File: config.mk
export PLATFORM = sky130hd
export DESIGN_NAME = rat_flag_unit
export DESIGN_NICKNAME = d
export VERILOG_FILES = /design/src/rtl/rat_flag_unit.sv
export SDC_FILE = /design/constraint.sdc
export NUM_CORES = 1
export LEC_CHECK = 0
export CAP_MARGIN = 20
export CELL_PAD_IN_SITES_DETAIL_PLACEMENT = 1
export CELL_PAD_IN_SITES_GLOBAL_PLACEMENT = 2
export CORE_MARGIN = 1.5
export CORE_UTILIZATION = 20
export CTS_CLUSTER_SIZE = 14
export DETAILED_ROUTE_END_ITERATION = 16
export PLACE_DENSITY = 0.74
export SYNTH_ARGS = -nofsm -noshare
export SYNTH_HDL_FRONTEND = slang
export SYNTH_SLANG_ARGS = --single-unit
export TNS_END_PERCENT = 1
File: constraint.sdc
create_clock -name CLK -period 1.5 [get_ports CLK]
set_input_delay 0.45 -clock CLK [delete_from_list [all_inputs] [get_ports CLK]]
set_output_delay 0.45 -clock CLK [all_outputs]
set_load 0.02 [all_outputs]
File: src/rtl/rat_flag_unit.sv
// rat_flag_unit: RAT CPU carry/zero flags, interrupt shadow, interrupt enable/pend, branch condition
//   CLK, RST          clock, synchronous active-high reset
//   C_IN, Z_IN        ALU carry/zero results
//   FLG_*             flag load/set/clear, load source select, shadow save
//   I_SET, I_CLR      interrupt enable control
//   INTR_IN, INT_ACK  async interrupt request, control-unit acknowledge
//   BR_COND           branch condition code
//   C_FLAG, Z_FLAG, I_FLAG, INT_PEND, PC_LD_BR  flag and control outputs
module rat_flag_unit #(
    parameter int unsigned INT_SYNC_STAGES = 2,
    parameter bit          EDGE_DETECT     = 1'b1
) (
    input  logic       CLK,
    input  logic       RST,
    input  logic       C_IN,
    input  logic       Z_IN,
    input  logic       FLG_C_LD,
    input  logic       FLG_Z_LD,
    input  logic       FLG_C_SET,
    input  logic       FLG_C_CLR,
    input  logic       FLG_LD_SEL,
    input  logic       FLG_SHAD_LD,
    input  logic       I_SET,
    input  logic       I_CLR,
    input  logic       INTR_IN,
    input  logic       INT_ACK,
    input  logic [2:0] BR_COND,
    output logic       C_FLAG,
    output logic       Z_FLAG,
    output logic       I_FLAG,
    output logic       INT_PEND,
    output logic       PC_LD_BR
);
    logic                       shad_c, shad_z, pend, intr_d;
    logic [INT_SYNC_STAGES-1:0] sync;
    logic                       intr_s, pend_ev, ack;
    assign intr_s   = sync[INT_SYNC_STAGES-1];
    assign pend_ev  = EDGE_DETECT ? (intr_s & ~intr_d) : intr_s;
    // an acknowledge only counts while the request is actually presented
    assign ack      = INT_ACK & INT_PEND;
    assign INT_PEND = pend & I_FLAG;
    always_ff @(posedge CLK) begin
        if (RST) begin
            C_FLAG <= 1'b0;
            Z_FLAG <= 1'b0;
            shad_c <= 1'b0;
            shad_z <= 1'b0;
            I_FLAG <= 1'b0;
            pend   <= 1'b0;
            intr_d <= 1'b0;
            sync   <= '0;
        end else begin
            C_FLAG <= FLG_C_CLR ? 1'b0 : FLG_C_SET ? 1'b1 :
                      FLG_C_LD ? (FLG_LD_SEL ? shad_c : C_IN) : C_FLAG;
            Z_FLAG <= FLG_Z_LD ? (FLG_LD_SEL ? shad_z : Z_IN) : Z_FLAG;
            // shadow takes pre-edge flags, so save+restore swaps
            if (FLG_SHAD_LD) begin
                shad_c <= C_FLAG;
                shad_z <= Z_FLAG;
            end
            I_FLAG <= (ack | I_CLR) ? 1'b0 : I_SET ? 1'b1 : I_FLAG;
            // a new request beats a simultaneous acknowledge
            pend   <= pend_ev | (pend & ~ack);
            intr_d <= intr_s;
            sync   <= {sync[INT_SYNC_STAGES-2:0], INTR_IN};
        end
    end
    always_comb begin
        case (BR_COND)
            3'd1:    PC_LD_BR = C_FLAG;
            3'd2:    PC_LD_BR = ~C_FLAG;
            3'd3:    PC_LD_BR = Z_FLAG;
            3'd4:    PC_LD_BR = ~Z_FLAG;
            3'd5:    PC_LD_BR = 1'b1;
            default: PC_LD_BR = 1'b0;
        endcase
    end
endmodule

# == Word-level counts from Yosys, hierarchy flattened ==
# Index checks and enable logic that the tools add are counted.
# word_totals
reg_bits,9
inputBits,17
# classes
n_eq_ne,5
n_mux,5
n_bitwise,10
n_reduce_logical,3
# ops
op,count
equality test 3 x 2 -> 1 bit (second input constant),2
equality test 3 bit (second input constant),2
case mux 1 bit (5 select lines),1
bitwise AND 1 bit,4
two-way mux 1 bit,4
NOT 1 bit,4
OR reduction 2 bit,2
equality test 3 x 1 -> 1 bit (second input constant),1
bitwise OR 1 bit,2
nonzero test 2 bit,1

# == Longest topological paths before layout ==
# depth
ltp_word,5
depth_mapped,3

# == Worst setup path before layout ==
# Ideal clock, no wire load.
# synth_path
kind,input to output
start,input BR_COND[0]
end,output PC_LD_BR
t_arrival_ps,947
required_ps,1050
setup_slack_ps,103
cell_stages,3
path_buffers,0
cell_sequence,nor2b_1 o21ai_0 o211a_1
# synth_between
elab_chain_len,2
elab_cells_between_ends,6
classes_between,eq/ne (5); mux (1)
# synth_rtl
item,line,source
"start, declared",27,"input logic [2:0] BR_COND,"
equality test 3 bit (tied with other cells),69,case (BR_COND)
case mux 1 bit (5 select lines) (*),69,
"end, declared",32,output logic PC_LD_BR
# Mark *: on every way between the ends. The rest lies on a longest branch, timed or not.

# == Worst setup path after layout ==
# Same ends and word-level chain as after synthesis.

==> metrics.csv <==
stage,metric,value,unit
clocking,Worst-Skew Late Latency,260,ps
clocking,CTS tree,yes,
floorplan,# rows,15,
pwr,Pleak,0.301,nW
grt,total track usage,0.102,
synthesis,Yosys top cell area share,0.471,
timing,tightest slew margin relative to the limit,0.847,
place,gpl congestion,0.607,
detailed_routing,routed vias/inst,4.07,
clocking,Sink Count,9,
grt,vias in the first global route,349,
critical_path,required time worst endpoint,1050,ps
floorplan,Die W,46.8,µm
finish,most frequent cells in the layout,"clkdlybuf4s50_1, nor2_1, buf_4, dfxtp_1, nor2b_1",
synthesis,adder-cell share of the synthesized area,0,
min_path,HP Class,reg -> reg,
synthesis,cell area after synthesis,383,µm²
timing,PnR worst setup slack,-31.8,ps
detailed_routing,Avg WL per Cell,9.67,µm
grt,initial antenna violation count,0,
critical_path,Worst path max stage delay,170,ps
grt,GRT overflow,0,
detailed_routing,routed wire length,938,µm
synthesis,#FFs+latches synth,9,
critical_path,reg2reg setup slack,500,ps
grt,largest net degree at the start of global routing,6,
grt,global-route wire length before repair,1480,µm
synthesis,average cell area after synthesis,9.57,µm²
detailed_routing,# DRC,0,
critical_path,endpoint type of the worst setup path,output port,
min_path,Hold Crit Start,sync[0]$_SDFF_PP0_,
floorplan,Top-Level Pins,22,
clocking,Root Buffer,clkbuf_4,
pwr,Sequential Power Share,0.455,
clocking,H-tree levels,1,
clocking,clk buf depth,2,
synthesis,post-synth top area cell,dfxtp_1,
critical_path,startpoint types,input port,
pwr,switching share of power,0.242,
floorplan,Initial Util,0.217,
synthesis,Synthesized Nets,57,
timing,RSZ-0062 raised after global routing,yes,
critical_path,Reg-to-Reg Start,pend$_SDFF_PP0_,
timing,hold violation total from the final report,0,
timing,period utilization,1.02,
pwr,Cell Int Power,0.000428,W
pwr,Comb power frac,0.214,
timing,Peak Freq,653,MHz
pwr,Clock Power Share,0.331,
timing,clk_skew,2.09,ps
synthesis,mux share of post-synthesis cell area,0.105,
place,Post-DP HPWL,813,µm
finish,finished layout cell area,693,µm²
floorplan,Die Y,46.8,µm
floorplan,total core area,1760,µm²
synthesis,XOR/XNOR Fraction of Synth Area,0,
critical_path,"Slowest-stage cell, CP",o211a_1,
pwr,Power Total,0.000564,W
min_path,hold depth,1,
clocking,hold_buf cts,0,
pwr,VDD IR max,0.500,mV
finish,Layout Nets,90,
critical_path,Worst R2R End,I_FLAG$_SDFFE_PP0P_,
timing,minimum clock period,1530,ps
detailed_routing,Final ANT Viol Nets,0,
finish,P&R area growth vs syn,81.0,%
run_status,failing checks,negative setup slack,
finish,"most common cell after layout, fill and taps aside",clkdlybuf4s50_1,
critical_path,CP cell instances,clkbuf_2 > nor2b_1 > o21ai_1 > o211a_1 > buf_6,
detailed_routing,drt first pass iters,4,
place,PortBufs,21,
clocking,"Clk pin slew, worst setup/hold paths",60,ps
run_status,status,finished with violations,
pwr,Power per Cell Area,814,nW/µm²
finish,share of cells above drive strength 1,0.319,
detailed_routing,DR vias,395,
pwr,switching power,0.000136,W
synthesis,Synth Area in Simple Gates,0.212,
timing,"Slew Viols, Final",0,
critical_path,worst reg-to-reg path cell count,3,
synthesis,main combinational cell family by area after synthesis,simple AND/OR/NAND/NOR gates,
critical_path,Crit Path Class,in -> out,
timing,Slew @ Worst Pin,229,ps
place,placed cell area,679,µm²
detailed_routing,initial drt markers,6,
critical_path,CP Max Fanout,3,
clocking,Num CTS Buffers,3,
synthesis,synth warn,0,
run,Max-Cap Viols,0,
synthesis,"Seq/Total Area, Yosys",0.471,
timing,Final setup viols,1,
synthesis,Synth cell types,14,
critical_path,"Arr. time, crit path",1080,ps
finish,diode count,0,
synthesis,Area contributors post-synth,"dfxtp_1, mux2i_1, nor2_1",
floorplan,Die Footprint,2190,µm²
min_path,Hold Crit Endpoint,sync[1]$_SDFF_PP0_,
synthesis,compound-cell area share of the yosys netlist,0.190,
synthesis,Cells after Synth,40,
==> what timing repair did <==
item | CTS | global route
setup buffers | 0 | 0
gates resized for setup | 19 | 10
pin swaps | 2 | 3
setup endpoints to repair | 5 | 4
==> power by group through the flow <==
stage          registers [W]  clock network [W]  logic (W)
2_1_floorplan       0.000267                  0  0.0000373
3_5_place_dp        0.000261                  0   0.000127
3_3_place_gp        0.000261                  0   0.000125
6_report            0.000257           0.000187   0.000121
5_1_grt             0.000258           0.000207   0.000132
4_1_cts             0.000256           0.000197   0.000124
==> registers in the layout, indices dropped and copies added, names as in the netlist <==
| name | count |
|---|---|
| pend | 1 |
| intr_d | 1 |
| Z_FLAG | 1 |
| sync | 2 |
| shad_c | 1 |
| shad_z | 1 |
| C_FLAG | 1 |
| I_FLAG | 1 |
==> synth_stat cells <==
| cell | n |
|---|---|
| a211oi_1 | 1 |
| nor2_1 | 9 |
| nor2b_1 | 5 |
| dfxtp_1 | 9 |
| mux2i_1 | 4 |
| nand2_1 | 2 |
| o21ai_0 | 1 |
| a2111oi_4 | 1 |
| and2_4 | 1 |
| a21oi_1 | 3 |
| o211a_1 | 1 |
| inv_1 | 1 |
| clkbuf_2 | 1 |
| o21a_1 | 1 |
==> worst max-delay path by stage <==
| stage | start | end | slack, ps | cells after the start |
|---|---|---|---|---|
| final | BR_COND[0] | PC_LD_BR | -30 | 5 |
| after CTS | BR_COND[0] | PC_LD_BR | -180 | 5 |
| after global routing | Z_FLAG$_SDFFE_PP0P_ | PC_LD_BR | -80 | 4 |
| after floorplan | BR_COND[0] | PC_LD_BR | 100 | 3 |
| after detailed placement | BR_COND[0] | PC_LD_BR | -900 | 5 |
| after global placement | BR_COND[0] | PC_LD_BR | -860 | 5 |
==> critical path, delay by kind of cell <==
| family | cells | cell delay [ps] |
|---|---|---|
| buf+inv | 2 | 200 |
| simple gates | 1 | 130 |
| compound gates | 2 | 300 |
==> cell type report <==
| type | count | area (µm²) |
|---|---|---|
| Inverter | 1 | 3.75 |
| Timing Repair Buffer | 29 | 253 |
| Multi-Input combinational cell | 29 | 196 |
| Clock buffer | 4 | 26.3 |
| Sequential cell | 9 | 183 |
| Fill cell | 227 | 1070 |
| Tap cell | 25 | 31.3 |
==> cells by family after synthesis <==
group,count (synthesis)
buffers and inverters,2
flip-flops,9
AO/OA/AOI/OAI,8
AND/OR/NAND/NOR,17
multiplexers,4
==> stage by stage <==
stage / hold WS, ps / cells / utilization / setup TNS [ps] / setup WS (ps)
floorplan: 414 / 40 / - / 0 / 103
global placement: 418 / 93 / 0.385 / -919 / -862
detailed placement: 435 / 93 / 0.385 / -974 / -895
CTS: 450 / 97 / 0.399 / -184 / -184
global route: 456 / 97 / 0.393 / -75.3 / -75.3
finish: 445 / 97 / 0.393 / -31.8 / -31.8
==> per-layer routing <==
metal,part of all wire,global-route usage
met5,0,0
met4,0,0.0333
met3,0.10,0.0577
met2,0.45,0.156
met1,0.45,0.122
(Power assumes the default switching activity.)
